## config.mk

```make
export PLATFORM = sky130hd
export DESIGN_NAME = ldpc_dvb_dec_sink_mb
export DESIGN_NICKNAME = d
export VERILOG_FILES = /design/src/rtl/ldpc_dvb_dec_sink_pkg.sv /design/src/rtl/ldpc_dvb_meta_fifo.sv /design/src/rtl/ldpc_dvb_dec_sink_mb.sv
export SDC_FILE = /design/constraint.sdc
export NUM_CORES = 1
export LEC_CHECK = 0
export BUFFER_PORTS_ARGS = -buffer_cell sky130_fd_sc_hd__buf_2
export CAP_MARGIN = 20
export CORE_ASPECT_RATIO = 0.5
export CORE_MARGIN = 2
export CORE_UTILIZATION = 40
export DETAILED_ROUTE_END_ITERATION = 12
export SLEW_MARGIN = 0
export SYNTH_ARGS = -nofsm -noshare
export SYNTH_HDL_FRONTEND = slang
export SYNTH_SLANG_ARGS = --single-unit
```

## constraint.sdc

```tcl
create_clock -name iclk -period 3.2 [get_ports iclk]
set_clock_uncertainty 0.2 [all_clocks]
set_input_delay 0.16 -clock iclk [delete_from_list [all_inputs] [get_ports iclk]]
set_output_delay 0.16 -clock iclk [all_outputs]
set_load 0.02 [all_outputs]
```

## src/rtl/ldpc_dvb_dec_sink_pkg.sv

```systemverilog
// Shared types and sizes for the LDPC DVB-S2 multi-buffer output sink.
package ldpc_dvb_dec_sink_pkg;

    localparam int cRADDR_W = 8;
    localparam int cTAG_W   = 4;
    localparam int cERR_W   = 16;
    localparam int cBUF_N   = 4;
    localparam int cBUF_W   = $clog2(cBUF_N);

    typedef enum logic [2:0] {
        IDLE,
        READ,
        DRAIN,
        RELEASE,
        DROP
    } state_t;

    typedef struct packed {
        logic [cTAG_W-1:0]  tag;
        logic               decfail;
        logic [cERR_W-1:0]  err;
        logic [7:0]         Niter;
        logic [cRADDR_W:0]  size;
    } meta_t;

endpackage

```

## src/rtl/ldpc_dvb_meta_fifo.sv

```systemverilog
// Per-buffer frame metadata queue; the read pointer doubles as the
// index of the RAM buffer currently being drained.
module ldpc_dvb_meta_fifo
    import ldpc_dvb_dec_sink_pkg::*;
#(
    parameter int pBUF_N = cBUF_N,
    parameter int pBUF_W = $clog2(pBUF_N)
) (
    input  logic              clk,
    input  logic              rst_n,
    input  logic              ena,
    input  logic              push,
    input  logic              pop,
    input  meta_t             wdata,
    output meta_t             rdata,
    output logic [pBUF_W-1:0] rd_ptr,
    output logic [pBUF_W:0]   count,
    output logic              full,
    output logic              empty
);

    localparam int CNT_W = pBUF_W + 1;

    meta_t             mem [pBUF_N];
    logic [pBUF_W-1:0] wr_ptr;

    always_ff @(posedge clk or negedge rst_n) begin
        if (!rst_n) begin
            wr_ptr <= '0;
            rd_ptr <= '0;
            count  <= '0;
        end else if (ena) begin
            if (push)
                wr_ptr <= wr_ptr + pBUF_W'(1);
            if (pop)
                rd_ptr <= rd_ptr + pBUF_W'(1);
            if (push && !pop)
                count <= count + CNT_W'(1);
            else if (pop && !push)
                count <= count - CNT_W'(1);
        end
    end

    always_ff @(posedge clk) begin
        if (ena && push)
            mem[wr_ptr] <= wdata;
    end

    assign rdata = mem[rd_ptr];
    assign full  = (count == CNT_W'(pBUF_N));
    assign empty = (count == '0);

endmodule

```

## src/rtl/ldpc_dvb_dec_sink_mb.sv

```systemverilog
// Multi-buffer LDPC decoder sink: drains decoded frames from the output
// RAM ring as a pulled sop/eop/val stream with per-frame metadata.
module ldpc_dvb_dec_sink_mb
    import ldpc_dvb_dec_sink_pkg::*;
#(
    parameter int pRADDR_W = cRADDR_W,
    parameter int pRDAT_W  = 8,
    parameter int pDAT_W   = 2,
    parameter int pBUF_N   = cBUF_N,
    parameter int pRD_LAT  = 2,
    parameter int pTAG_W   = cTAG_W,
    parameter int pERR_W   = cERR_W,
    parameter int pBUF_W   = $clog2(pBUF_N)
) (
    input  logic                       iclk,
    input  logic                       ireset,
    input  logic                       iclkena,
    input  logic                       iskip_fail,
    input  logic                       irfull,
    input  logic [pRADDR_W:0]          irsize,
    input  logic [pTAG_W-1:0]          irtag,
    input  logic                       irdecfail,
    input  logic [pERR_W-1:0]          irerr,
    input  logic [7:0]                 irNiter,
    input  logic [pRDAT_W-1:0]         irdat,
    output logic [pBUF_W+pRADDR_W-1:0] oraddr,
    output logic                       orempty,
    input  logic                       ireq,
    output logic                       ofull,
    output logic                       osop,
    output logic                       oeop,
    output logic                       oval,
    output logic [pDAT_W-1:0]          odat,
    output logic [pTAG_W-1:0]          otag,
    output logic                       odecfail,
    output logic [pERR_W-1:0]          oerr,
    output logic [7:0]                 oNiter,
    output logic                       odrop,
    output logic                       ooverflow
);

    localparam int pSER   = pRDAT_W / pDAT_W;
    localparam int PH_W   = (pSER > 1) ? $clog2(pSER) : 1;
    localparam int CNT_W  = pBUF_W + 1;
    localparam logic [PH_W-1:0] PH_LAST = PH_W'(pSER - 1);
    localparam logic [cRADDR_W:0] SZ_ONE = 1;

    state_t              state, state_nxt;
    logic                start;
    meta_t               wmeta, head;
    logic [pBUF_W-1:0]   rd_ptr;
    logic [pBUF_W:0]     count, cnt_nxt;
    logic                full, empty;
    logic                push, pop;

    logic [pRADDR_W-1:0] addr, last_addr;
    logic [PH_W-1:0]     phase;
    logic                slot, first, last_slot;

    logic [pRD_LAT-1:0]  d_val, d_sop, d_eop;
    logic [PH_W-1:0]     d_ph [pRD_LAT];
    logic [pDAT_W-1:0]   slice [pSER];

    assign wmeta = '{tag: irtag, decfail: irdecfail, err: irerr,
                     Niter: irNiter, size: irsize};

    assign push = irfull && !full;
    assign pop  = (state == RELEASE) || (state == DROP);

    ldpc_dvb_meta_fifo #(
        .pBUF_N (pBUF_N),
        .pBUF_W (pBUF_W)
    ) u_fifo (
        .clk    (iclk),
        .rst_n  (ireset),
        .ena    (iclkena),
        .push   (push),
        .pop    (pop),
        .wdata  (wmeta),
        .rdata  (head),
        .rd_ptr (rd_ptr),
        .count  (count),
        .full   (full),
        .empty  (empty)
    );

    assign last_addr = pRADDR_W'(head.size - SZ_ONE);
    assign slot      = (state == READ) && ireq;
    assign first     = (addr == '0) && (phase == '0);
    assign last_slot = (addr == last_addr) && (phase == PH_LAST);

    assign oraddr  = {rd_ptr, addr};
    assign orempty = pop && iclkena;
    assign odrop   = (state == DROP) && iclkena;

    always_comb begin
        state_nxt = state;
        start     = 1'b0;
        unique case (state)
            IDLE: begin
                if (!empty) begin
                    if (head.decfail && iskip_fail) begin
                        state_nxt = DROP;
                    end else if (ireq) begin
                        state_nxt = READ;
                        start     = 1'b1;
                    end
                end
            end
            READ:    if (slot && last_slot) state_nxt = DRAIN;
            DRAIN:   if (d_val == '0) state_nxt = RELEASE;
            RELEASE: state_nxt = IDLE;
            DROP:    state_nxt = IDLE;
            default: state_nxt = IDLE;
        endcase
    end

    always_ff @(posedge iclk or negedge ireset) begin
        if (!ireset)
            state <= IDLE;
        else if (iclkena)
            state <= state_nxt;
    end

    always_ff @(posedge iclk or negedge ireset) begin
        if (!ireset) begin
            addr  <= '0;
            phase <= '0;
        end else if (iclkena) begin
            if (state == IDLE) begin
                addr  <= '0;
                phase <= '0;
            end else if (slot) begin
                if (phase == PH_LAST) begin
                    phase <= '0;
                    addr  <= addr + pRADDR_W'(1);
                end else begin
                    phase <= phase + PH_W'(1);
                end
            end
        end
    end

    always_comb begin
        cnt_nxt = count;
        if (push && !pop)
            cnt_nxt = count + CNT_W'(1);
        else if (pop && !push)
            cnt_nxt = count - CNT_W'(1);
    end

    always_ff @(posedge iclk or negedge ireset) begin
        if (!ireset) begin
            ofull     <= 1'b0;
            ooverflow <= 1'b0;
            otag      <= '0;
            odecfail  <= 1'b0;
            oerr      <= '0;
            oNiter    <= '0;
        end else if (iclkena) begin
            ofull <= (cnt_nxt != '0);
            if (irfull && full)
                ooverflow <= 1'b1;
            if (start) begin
                otag     <= head.tag;
                odecfail <= head.decfail;
                oerr     <= head.err;
                oNiter   <= head.Niter;
            end
        end
    end

    // Slot tags ride alongside the RAM read so the slice and framing
    // line up with irdat when it arrives.
    always_ff @(posedge iclk or negedge ireset) begin
        if (!ireset) begin
            d_val <= '0;
            d_sop <= '0;
            d_eop <= '0;
            for (int i = 0; i < pRD_LAT; i++)
                d_ph[i] <= '0;
        end else if (iclkena) begin
            d_val[0] <= slot;
            d_sop[0] <= slot && first;
            d_eop[0] <= slot && last_slot;
            d_ph[0]  <= phase;
            for (int i = 1; i < pRD_LAT; i++) begin
                d_val[i] <= d_val[i-1];
                d_sop[i] <= d_sop[i-1];
                d_eop[i] <= d_eop[i-1];
                d_ph[i]  <= d_ph[i-1];
            end
        end
    end

    for (genvar k = 0; k < pSER; k++) begin : g_slice
        assign slice[k] = irdat[k*pDAT_W +: pDAT_W];
    end

    always_ff @(posedge iclk or negedge ireset) begin
        if (!ireset) begin
            oval <= 1'b0;
            osop <= 1'b0;
            oeop <= 1'b0;
            odat <= '0;
        end else if (iclkena) begin
            oval <= d_val[pRD_LAT-1];
            osop <= d_val[pRD_LAT-1] && d_sop[pRD_LAT-1];
            oeop <= d_val[pRD_LAT-1] && d_eop[pRD_LAT-1];
            if (d_val[pRD_LAT-1])
                odat <= slice[d_ph[pRD_LAT-1]];
        end
    end

endmodule

```

==> results of run 1 <==
-- stage by stage --
stage	hold slack (ns)	area [um^2]
after floorplan	-0.336	8680
after global placement	0.171	9600
after detailed placement	0.165	9600
after CTS	0.172	10800
after global routing	0.201	10800
final	0.146	10800
-- layout by cell type, fill, tap and decap left out, types with 3 or more instances in the layout --
cell type / synthesis / final
buf_4: 1 / 20
mux2_2: 16 / 16
clkbuf_8: 0 / 3
o21ai_0: 6 / 6
xor2_1: 9 / 9
xnor2_1: 12 / 12
nor2_1: 12 / 12
dlygate4sd3_1: 0 / 47
bufinv_16: 0 / 5
ha_1: 12 / 12
nand4_1: 4 / 4
nand2_1: 16 / 16
buf_2: 3 / 97
nand3_1: 4 / 4
dfrtp_1: 66 / 64
nor3_1: 5 / 5
mux2i_1: 4 / 4
o21ai_1: 7 / 7
clkbuf_16: 0 / 21
a21oi_1: 6 / 6
mux4_2: 37 / 37
and2_2: 0 / 4
and3_1: 5 / 5
mux2_1: 25 / 25
and2_1: 8 / 4
inv_1: 18 / 18
clkinv_2: 0 / 4
edfxtp_1: 148 / 148
-- power groups by stage --
stage | logic, mW | clock network (mW) | registers [mW]
after floorplan | 0.588 | 0 | 3.65
after global placement | 1.03 | 0 | 3.57
after detailed placement | 1.04 | 0 | 3.59
after CTS | 1.11 | 2.76 | 3.53
after global routing | 1.20 | 2.86 | 3.57
final | 1.08 | 2.68 | 3.53
-- path summary, 6_finish.rpt --
check,endpoint,slack (ns),cells past startpoint
max,state[0],0.30,7
min,oNiter[4],0.15,2
max reg2reg,state[0],0.30,7
min reg2reg,ooverflow,0.27,1
max in group asynchronous,u_fifo.rd_ptr[1],1.94,2
min in group iclk,u_fifo.mem[2][32],0.21,2
-- registers in the layout (all words and copies together), names as in the netlist --
signal and count:
d_ph 4, osop 1, oerr 16, oval 1, otag 4, odat 2
ofull 1, d_eop 2, state 3, d_sop 2, oNiter 8, u_fifo.mem 148
u_fifo.wr_ptr 2, d_val 2, phase 2, odecfail 1, oeop 1, u_fifo.count 3
u_fifo.rd_ptr 2, ooverflow 1, addr 8
-- cell type report --
class	count	area, um^2
multi-input cells	224	2400
well taps	300	375
flip-flops and latches	214	6100
clock buffers	25	571
inverters	19	71.3
clock inverters	13	194
fillers	1820	10700
repair buffers	165	1130
-- worst register-to-register path, stage by stage (launching register included) --
cell	delay [ns]
dfrtp_2	0.42
buf_4	0.22
mux4_2	0.56
or4_4	0.55
nor4_4	0.16
xnor2_1	0.18
o311ai_2	0.18
a211o_1	0.32
-- cells by family (layout without fill, tap and decap cells) --
group	Yosys count	count (layout)	synth area share
flip-flops	214	214	0.702
AND/OR/NAND/NOR	71	71	0.0478
multiplexers	84	84	0.160
buffers and inverters	40	222	0.0220
adder cells (fa/ha/maj)	12	12	0.0173
XOR/XNOR	21	21	0.0212
AO/OA/AOI/OAI	36	36	0.0297
-- layer usage --
layer | up-vias | GRT usage
li1 | 2194 | -
met1 | 2398 | 0.202
met2 | 60 | 0.251
met3 | 22 | 0.0264
met4 | 0 | 0.0325
met5 | - | 0
==> impl_metrics.csv, run 1 <==
group,metric,value,unit
floorplanning,rows,38,
synthesis,synth_area,8680,um^2
finish,fin_util,0.504,
detailed_routing,postRouteAntennaNets,0,
synthesis,synthTopCellsByCount,"148 x edfxtp_1, 66 x dfrtp_1, 37 x mux4_2, 25 x mux2_1, 18 x inv_1",
synthesis,synth_most_common_cell,"edfxtp_1",
pwr,power_frac_seq,0.484,
place,place_inst,875,
finish,synthToLayoutAreaGrowth,24.8,%
pwr,power,7.29,mW
synthesis,yosys_warnings,0,
outcome,status,"complete, no violations",
setup_path,crit_chain,"buf_4, mux4_2, or4_4, nor4_4, xnor2_1, o311ai_2, a211o_1",
detailed_routing,routed_wl,16600,um
setup_path,end_kind,"flip-flop",
worst_hold_path,min_path_type,"in -> async",
timing,finalMaxSlewViolations,0,
pwr,p_int,5.52,mW
timing,worst_slack,0.298,ns
synthesis,yosysTopAreaCell,"edfxtp_1",
timing,clock.fmax,345,MHz
clocking,path_clk_slew,0.06,ns
clocking,cts_made_buffers,21,
timing,rsz0062_at_grt,"false",
floorplanning,die-area,23000,um^2
pwr,leakagePower,4.23,nW
global_routing,overflow,0,
synthesis,ys_seq_elements,214,
synthesis,synth.area.top_cells,"edfxtp_1 51%, dfrtp_1 19%, mux4_2 9.6%",
synthesis,synth_top_area_frac,0.512,
clocking,clkSinkCount,214,
setup_path,crit_required,3.38,ns
global_routing,antenna_found_initial,0,
finish,drive_gt1_frac,0.336,
synthesis,synth_edf_count,148,
clocking,cts_resized,0,
setup_path,worstSetupStartpointType,"flip-flop",
timing,period_needed,2.90,ns
clocking,cts_tree,"built",
finish,fin_nets,709,
detailed_routing,route.detailed.wl_per_inst,17.3,um
pwr,ir_worst_vdd,342,uV
setup_path,path_max_fanout,9,
synthesis,syn_inst,478,
synthesis,syn_nets,542,
detailed_routing,via_count,4674,
detailed_routing,met1Wirelength,7780,um
place,hpwl,10600,um
place,gp_congestion,0.771,
global_routing,grt_max_degree,67,
setup_path,cp_top_family,"simple AND/OR/NAND/NOR gates",
setup_path,r2r-start,"u_fifo.rd_ptr[0]",
floorplanning,die_x,212,um
detailed_routing,drc,0,
clocking,cts-htree-levels,1,
setup_path,slowest_stage,"mux4_2",
pwr,clkPwrFrac,0.368,
finish,antenna_cells,0,
setup_path,path_buf_inv,1,
clocking,post_cts_buffers,0,
synthesis,synth_seq_area_share,0.702,
floorplanning,initial_core_util,0.404,
timing,hold_viol,0,
clocking,clk_path_buf_depth,3,
pwr,p_sw_frac,0.242,
pwr,p_comb_frac,0.149,
pwr,power_switching,1.76,mW
detailed_routing,drtPass1Iterations,4,
detailed_routing,top_layer,"met4",
detailed_routing,wl_met2,8050,um
timing,min_period_over_period,0.907,
setup_path,critPathKind,"reg -> reg",
detailed_routing,wl_met3,489,um
timing,slew-limit-headroom,0.359,
global_routing,grt_pass1_vias,4855,
place,place_ws,0.279,ns
setup_path,cp-startpoint,"u_fifo.rd_ptr[0]",
synthesis,synth_cell_types,59,
setup_path,crit_path_max_incr_delay,0.56,ns
detailed_routing,drt_iter0_markers,225,
timing,setup_viol,0,
global_routing,grt_use_total,0.148,
flow_run,maxCapViolations,0,
synthesis,postSynthAreaPerCell,18.2,um^2
timing,tightest_slew,0.962,ns
floorplanning,ios,100,
clocking,clkLatencyLatePin,0.50,ns
global_routing,grt_pass1_wl,26200,um
synthesis,synthFlopType,"edfxtp_1",
detailed_routing,routed_via_density,4.87,
synthesis,async_reset_ff_frac,0.308,
floorplanning,coreArea,21500,um^2
clocking,cts_root_buffer,"clkbuf_16",
finish,final_cells,960,
pwr,powerDensity,673,nW/um^2
timing,tns,0,ns
clocking,cts_hold_buf,47,
floorplanning,die_h,108,um
place,portBuffers,98,
setup_path,arrival,3.08,ns
Power figures use the tool's default switching activity.
==> inputs of run 2 (changes only) <==
CORE_MARGIN = unset   (was 2)
GPL_TIMING_DRIVEN = 1   (was unset)
SYNTH_HIERARCHICAL = 1   (was unset)
==> impl_metrics.csv, run 2 <==
group,metric,value,unit
finish,fillerInstances,1721,
floorplanning,die-area,22300,um^2
worst_hold_path,min_path_type,"in -> async",
pwr,clkPwrFrac,0.295,
pwr,powerDensity,751,nW/um^2
timing,min_period_over_period,0.985,
synthesis,syn_nets,537,
finish,seq_area,6100,um^2
global_routing,grt_pass1_vias,4932,
pwr,ir_worst_vdd,358,uV
finish,reg.largest.list,"u_fifo/mem: 148 flops, oerr: 16 flops",
pwr,leakagePower,4.09,nW
timing,period_needed,3.15,ns
finish,regMostFlops,"u_fifo/mem",
clocking,clkLatencyLatePin,0.50,ns
timing,tightest_slew,0.934,ns
detailed_routing,route.detailed.wl_per_inst,17.8,um
setup_path,slowest_stage,"mux4_2",
detailed_routing,via_count,4667,
detailed_routing,routed_wl,16800,um
finish,multi_input_area,2360,um^2
pwr,power,8.05,mW
synthesis,postSynthAreaPerCell,18.4,um^2
detailed_routing,routed_via_density,4.93,
clocking,clkSinkCount,214,
finish,layout_common_cells,"148 x edfxtp_1, 97 x buf_2, 64 x dfrtp_1, 47 x dlygate4sd3_1",
setup_path,crit_required,3.38,ns
clocking,path_clk_slew,0.07,ns
clocking,cts_root_buffer,"clkbuf_16",
detailed_routing,drc,0,
finish,final_cells,946,
finish,antenna_cells,0,
finish,mostFrequentLayoutCell,"edfxtp_1",
timing,rsz0062_at_grt,"true",
global_routing,antenna_found_initial,0,
setup_path,crit_path_max_incr_delay,0.56,ns
pwr,p_sw_frac,0.281,
flow_run,maxCapViolations,0,
pwr,power_switching,2.26,mW
clocking,cts_tree,"built",
place,portBuffers,98,
setup_path,path_max_fanout,5,
synthesis,syn_inst,472,
global_routing,grt_pass1_wl,27100,um
clocking,cts_made_buffers,20,
timing,setup_viol,0,
clocking,clk_path_buf_depth,3,
pwr,p_comb_frac,0.237,
outcome,status,"complete, no violations",
synthesis,synth_area,8670,um^2
timing,slew-limit-headroom,0.377,
setup_path,arrival,3.33,ns
pwr,p_int,5.79,mW
setup_path,worstSetupStartpointType,"flip-flop",
floorplanning,ios,100,
detailed_routing,postRouteAntennaNets,0,
floorplanning,coreArea,20900,um^2
floorplanning,die_h,106,um
setup_path,crit_chain,"mux4_2, inv_2, ha_4, or3b_4, or4_4, a2111oi_4, o211ai_1, a221o_1",
place,hpwl,10400,um
setup_path,end_kind,"flip-flop",
floorplanning,initial_core_util,0.415,
timing,hold_viol,0,
global_routing,grt_use_total,0.158,
place,place_inst,864,
timing,clock.fmax,317,MHz
setup_path,r2r_setup_slack,0.05,ns
finish,drive_gt1_frac,0.361,
finish,synthToLayoutAreaGrowth,23.6,%
clocking,cts-htree-levels,1,
detailed_routing,drtPass1Iterations,4,
detailed_routing,drt_iter0_markers,217,
finish,largest_register_ffs,148,
floorplanning,die_x,210,um
timing,finalMaxSlewViolations,0,
setup_path,critPathKind,"reg -> reg",
floorplanning,rows,37,
pwr,power_frac_seq,0.469,
timing,worst_slack,0.0494,ns
global_routing,grt_max_degree,67,
global_routing,overflow,0,
place,place_ws,0.0445,ns
synthesis,yosys_warnings,6,
finish,fin_nets,707,
place,gp_congestion,0.752,
==> run 2: power groups by stage <==
stage | registers, mW | logic, mW | clock network (mW)
6_report | 3.77 | 1.91 | 2.37
2_1_floorplan | 4.04 | 1.04 | 0
5_1_grt | 3.84 | 2.10 | 2.54
3_3_place_gp | 3.82 | 1.84 | 0
4_1_cts | 3.79 | 1.94 | 2.44
3_5_place_dp | 3.84 | 1.87 | 0
==> run 2: worst max-delay path: cells and delay by family, from the launching register on <==
kind	cells	cell delay (ns)
fa+ha+maj	1	0.12
flops	1	0.43
compound gates	3	0.82
buf+inv	1	0.09
mux	1	0.56
simple gates	2	0.82
==> run 2: routing by layer <==
layer / part of all wire / global-route usage
met5: 0 / 0
met4: 0.018 / 0.0360
met3: 0.030 / 0.0275
met2: 0.48 / 0.261
met1: 0.47 / 0.219
==> run 2: what timing repair did <==
action | CTS | global route
setup endpoints to repair | 0 | 1
setup buffers | 0 | 1
gates resized for setup | 0 | 4
hold buffers | 47 | 0
hold endpoints to repair | 229 | 0
==> run 2: final cells by class <==
class / instances / share of cell area
Sequential cell: 214 / 0.569
Clock inverter: 6 / 0.0107
Timing Repair Buffer: 165 / 0.109
Tap cell: 292 / 0.0341
Multi-Input combinational cell: 219 / 0.220
Inverter: 22 / 0.00770
Clock buffer: 28 / 0.0495
==> run 2: through the flow <==
step / hold WS (ns) / instance area (um^2) / utilization / TNS [ns]
after global routing: 0.207 / 10700 / 0.513 / -0.0351
after CTS: 0.181 / 10700 / 0.512 / 0
after global placement: 0.174 / 9580 / 0.459 / 0
final: 0.146 / 10700 / 0.513 / 0
after detailed placement: 0.165 / 9580 / 0.459 / 0
after floorplan: -0.336 / 8670 / - / -0.165
==> run 2: final timing paths <==
check                                  from  cells after the start                 to
max                        u_fifo/rd_ptr[0]                      8           state[0]
min                                  ireset                      2            addr[7]
max reg2reg                u_fifo/rd_ptr[0]                      8           state[0]
min reg2reg                        d_sop[0]                      1           d_sop[0]
max in group asynchronous            ireset                      2   u_fifo/rd_ptr[1]
min in group iclk                irNiter[4]                      2  u_fifo/mem[2][13]
==> inputs of run 3 (changes only) <==
CORE_MARGIN = 5   (was unset)
CORE_UTILIZATION = 32   (was 40)
SYNTH_HIERARCHICAL = unset   (was 1)
==> impl_metrics.csv, run 3 (same netlist as run 1, synthesis figures left out) <==
group,metric,value,unit
outcome,status,"complete, no violations",
timing,rsz0062_at_grt,"false",
detailed_routing,routed_wl,17700,um
flow_run,maxCapViolations,0,
floorplanning,ios,100,
clocking,clkSinkCount,214,
setup_path,path_max_fanout,6,
global_routing,gr-usage-met1,0.147,
floorplanning,die_x,243,um
setup_path,arrival,3.08,ns
setup_path,crit_top_cell,"buf_4",
clocking,cts_made_buffers,22,
clocking,cts_tree,"built",
clocking,cts-htree-levels,1,
timing,setup_viol,0,
setup_path,worstSetupStartpointType,"flip-flop",
detailed_routing,route.detailed.wl_per_inst,17.5,um
global_routing,grt_max_degree,67,
timing,hold_viol,0,
timing,tns,0,ns
floorplanning,coreArea,26600,um^2
timing,min_period_over_period,0.904,
setup_path,end_kind,"flip-flop",
global_routing,overflow,0,
detailed_routing,via_count,4661,
global_routing,use_met2,0.209,
setup_path,cp_top_family,"compound AO/OA/AOI/OAI gates",
setup_path,crit_path_max_incr_delay,0.60,ns
timing,clock.fmax,346,MHz
pwr,leakagePower,4.22,nW
detailed_routing,drc,0,
global_routing,top_usage_layer,"met2",
setup_path,critPathKind,"reg -> reg",
clocking,clkLatencyLatePin,0.51,ns
clocking,cts_root_buffer,"clkbuf_16",
finish,reg.largest.list,"u_fifo.mem: 148 flops, oerr: 16 flops",
timing,finalMaxSlewViolations,0,
timing,period_needed,2.89,ns
place,gp_congestion,0.733,
finish,antenna_cells,0,
place,hpwl,11400,um
finish,mostFrequentLayoutCell,"edfxtp_1",
pwr,powerDensity,659,nW/um^2
global_routing,grt_pass1_vias,5103,
global_routing,gr-usage-met3,0.0259,
detailed_routing,postRouteAntennaNets,0,
finish,multi_input_area,2400,um^2
global_routing,grt_use_total,0.116,
finish,seq_area,6100,um^2
finish,largest_register_ffs,148,
setup_path,crit_required,3.39,ns
timing,slew-limit-headroom,0.356,
setup_path,crit_chain,"buf_4, buf_4, mux4_2, or4b_1, a21oi_1, o311ai_2, a211o_1",
finish,fillerInstances,2404,
clocking,clk_path_buf_depth,3,
clocking,cts_resized,0,
finish,synthToLayoutAreaGrowth,25.2,%
detailed_routing,routed_via_density,4.59,
finish,fin_nets,711,
pwr,ir_worst_vdd,353,uV
timing,tightest_slew,0.966,ns
global_routing,grt_pass1_wl,28700,um
finish,drive_gt1_frac,0.332,
global_routing,antenna_found_initial,0,
floorplanning,die_h,126,um
setup_path,slowest_stage,"mux4_2",
finish,regMostFlops,"u_fifo.mem",
floorplanning,rows,42,
detailed_routing,drt_iter0_markers,278,
finish,layout_common_cells,"148 x edfxtp_1, 97 x buf_2, 64 x dfrtp_1, 47 x dlygate4sd3_1, 37 x mux4_2",
floorplanning,initial_core_util,0.327,
clocking,path_clk_slew,0.06,ns
pwr,power,7.16,mW
setup_path,path_buf_inv,2,
place,portBuffers,98,
worst_hold_path,min_path_type,"in -> async",
detailed_routing,drtPass1Iterations,4,
floorplanning,die-area,30700,um^2
[run 3: cell types whose count changed in the layout (fill, tap and decap cells not counted), sizes merged, moves of 4 or more]
cell and delta:
o21ai +5, a21oi +6, xor2 +4, clkinv +4, xnor2 -4, and2 +6
[run 3: timing repair]
item                                   CTS  global route
setup buffers                            0             2
endpoints found under the hold margin  234             0
hold buffers                            47             0
setup endpoints to repair                0             1
[run 3: cell type report]
type | count | share of cell area
multi-input cells | 224 | 0.221
well taps | 352 | 0.0405
repair buffers | 166 | 0.104
flip-flops and latches | 214 | 0.561
clock buffers | 31 | 0.0556
inverters | 19 | 0.00656
clock inverters | 9 | 0.0109
[run 3: worst reg2reg max path, cell delays in order (launching register included)]
cell      delay (ns)
dfrtp_2         0.42
buf_4           0.18
buf_4           0.19
mux4_2          0.61
or4b_1          0.53
a21oi_1         0.16
o311ai_2        0.17
a211o_1         0.32
[run 3: stage by stage]
stage / setup slack [ns] / instances / hold WS (ns) / cell area (um^2) / utilization
after floorplan: 0.298 / 478 / -0.336 / 8680 / -
after CTS: 0.166 / 1013 / 0.168 / 10900 / 0.408
final: 0.309 / 1015 / 0.148 / 10900 / 0.409
after global placement: 0.228 / 926 / 0.170 / 9660 / 0.363
after global routing: 0.0909 / 1015 / 0.190 / 10900 / 0.409
after detailed placement: 0.177 / 926 / 0.176 / 9660 / 0.363
[run 3: path summary, 6_finish.rpt]
path	startpoint	endpoint	slack [ns]	depth (start not counted)
max in group asynchronous	ireset	u_fifo.rd_ptr[1]	1.96	2
hold reg to reg	otag[1]	otag[1]	0.28	1
setup reg to reg	u_fifo.rd_ptr[0]	state[0]	0.31	7
hold / removal	ireset	oNiter[4]	0.15	2
setup / recovery	u_fifo.rd_ptr[0]	state[0]	0.31	7
min in group iclk	irerr[12]	u_fifo.mem[2][29]	0.20	2
[run 3: power breakdown]
| part | internal [mW] | switching (mW) | total (mW) |
|---|---|---|---|
| Clock | 1.49 | 1.04 | 2.53 |
| Combinational | 0.510 | 0.594 | 1.10 |
| Sequential | 3.34 | 0.179 | 3.52 |
[run 3: layer usage]
metal | share of wire | vias up
li1 | - | 2201
met1 | 0.43 | 2376
met2 | 0.51 | 63
met3 | 0.044 | 21
met4 | 0.017 | 0
met5 | 0 | -
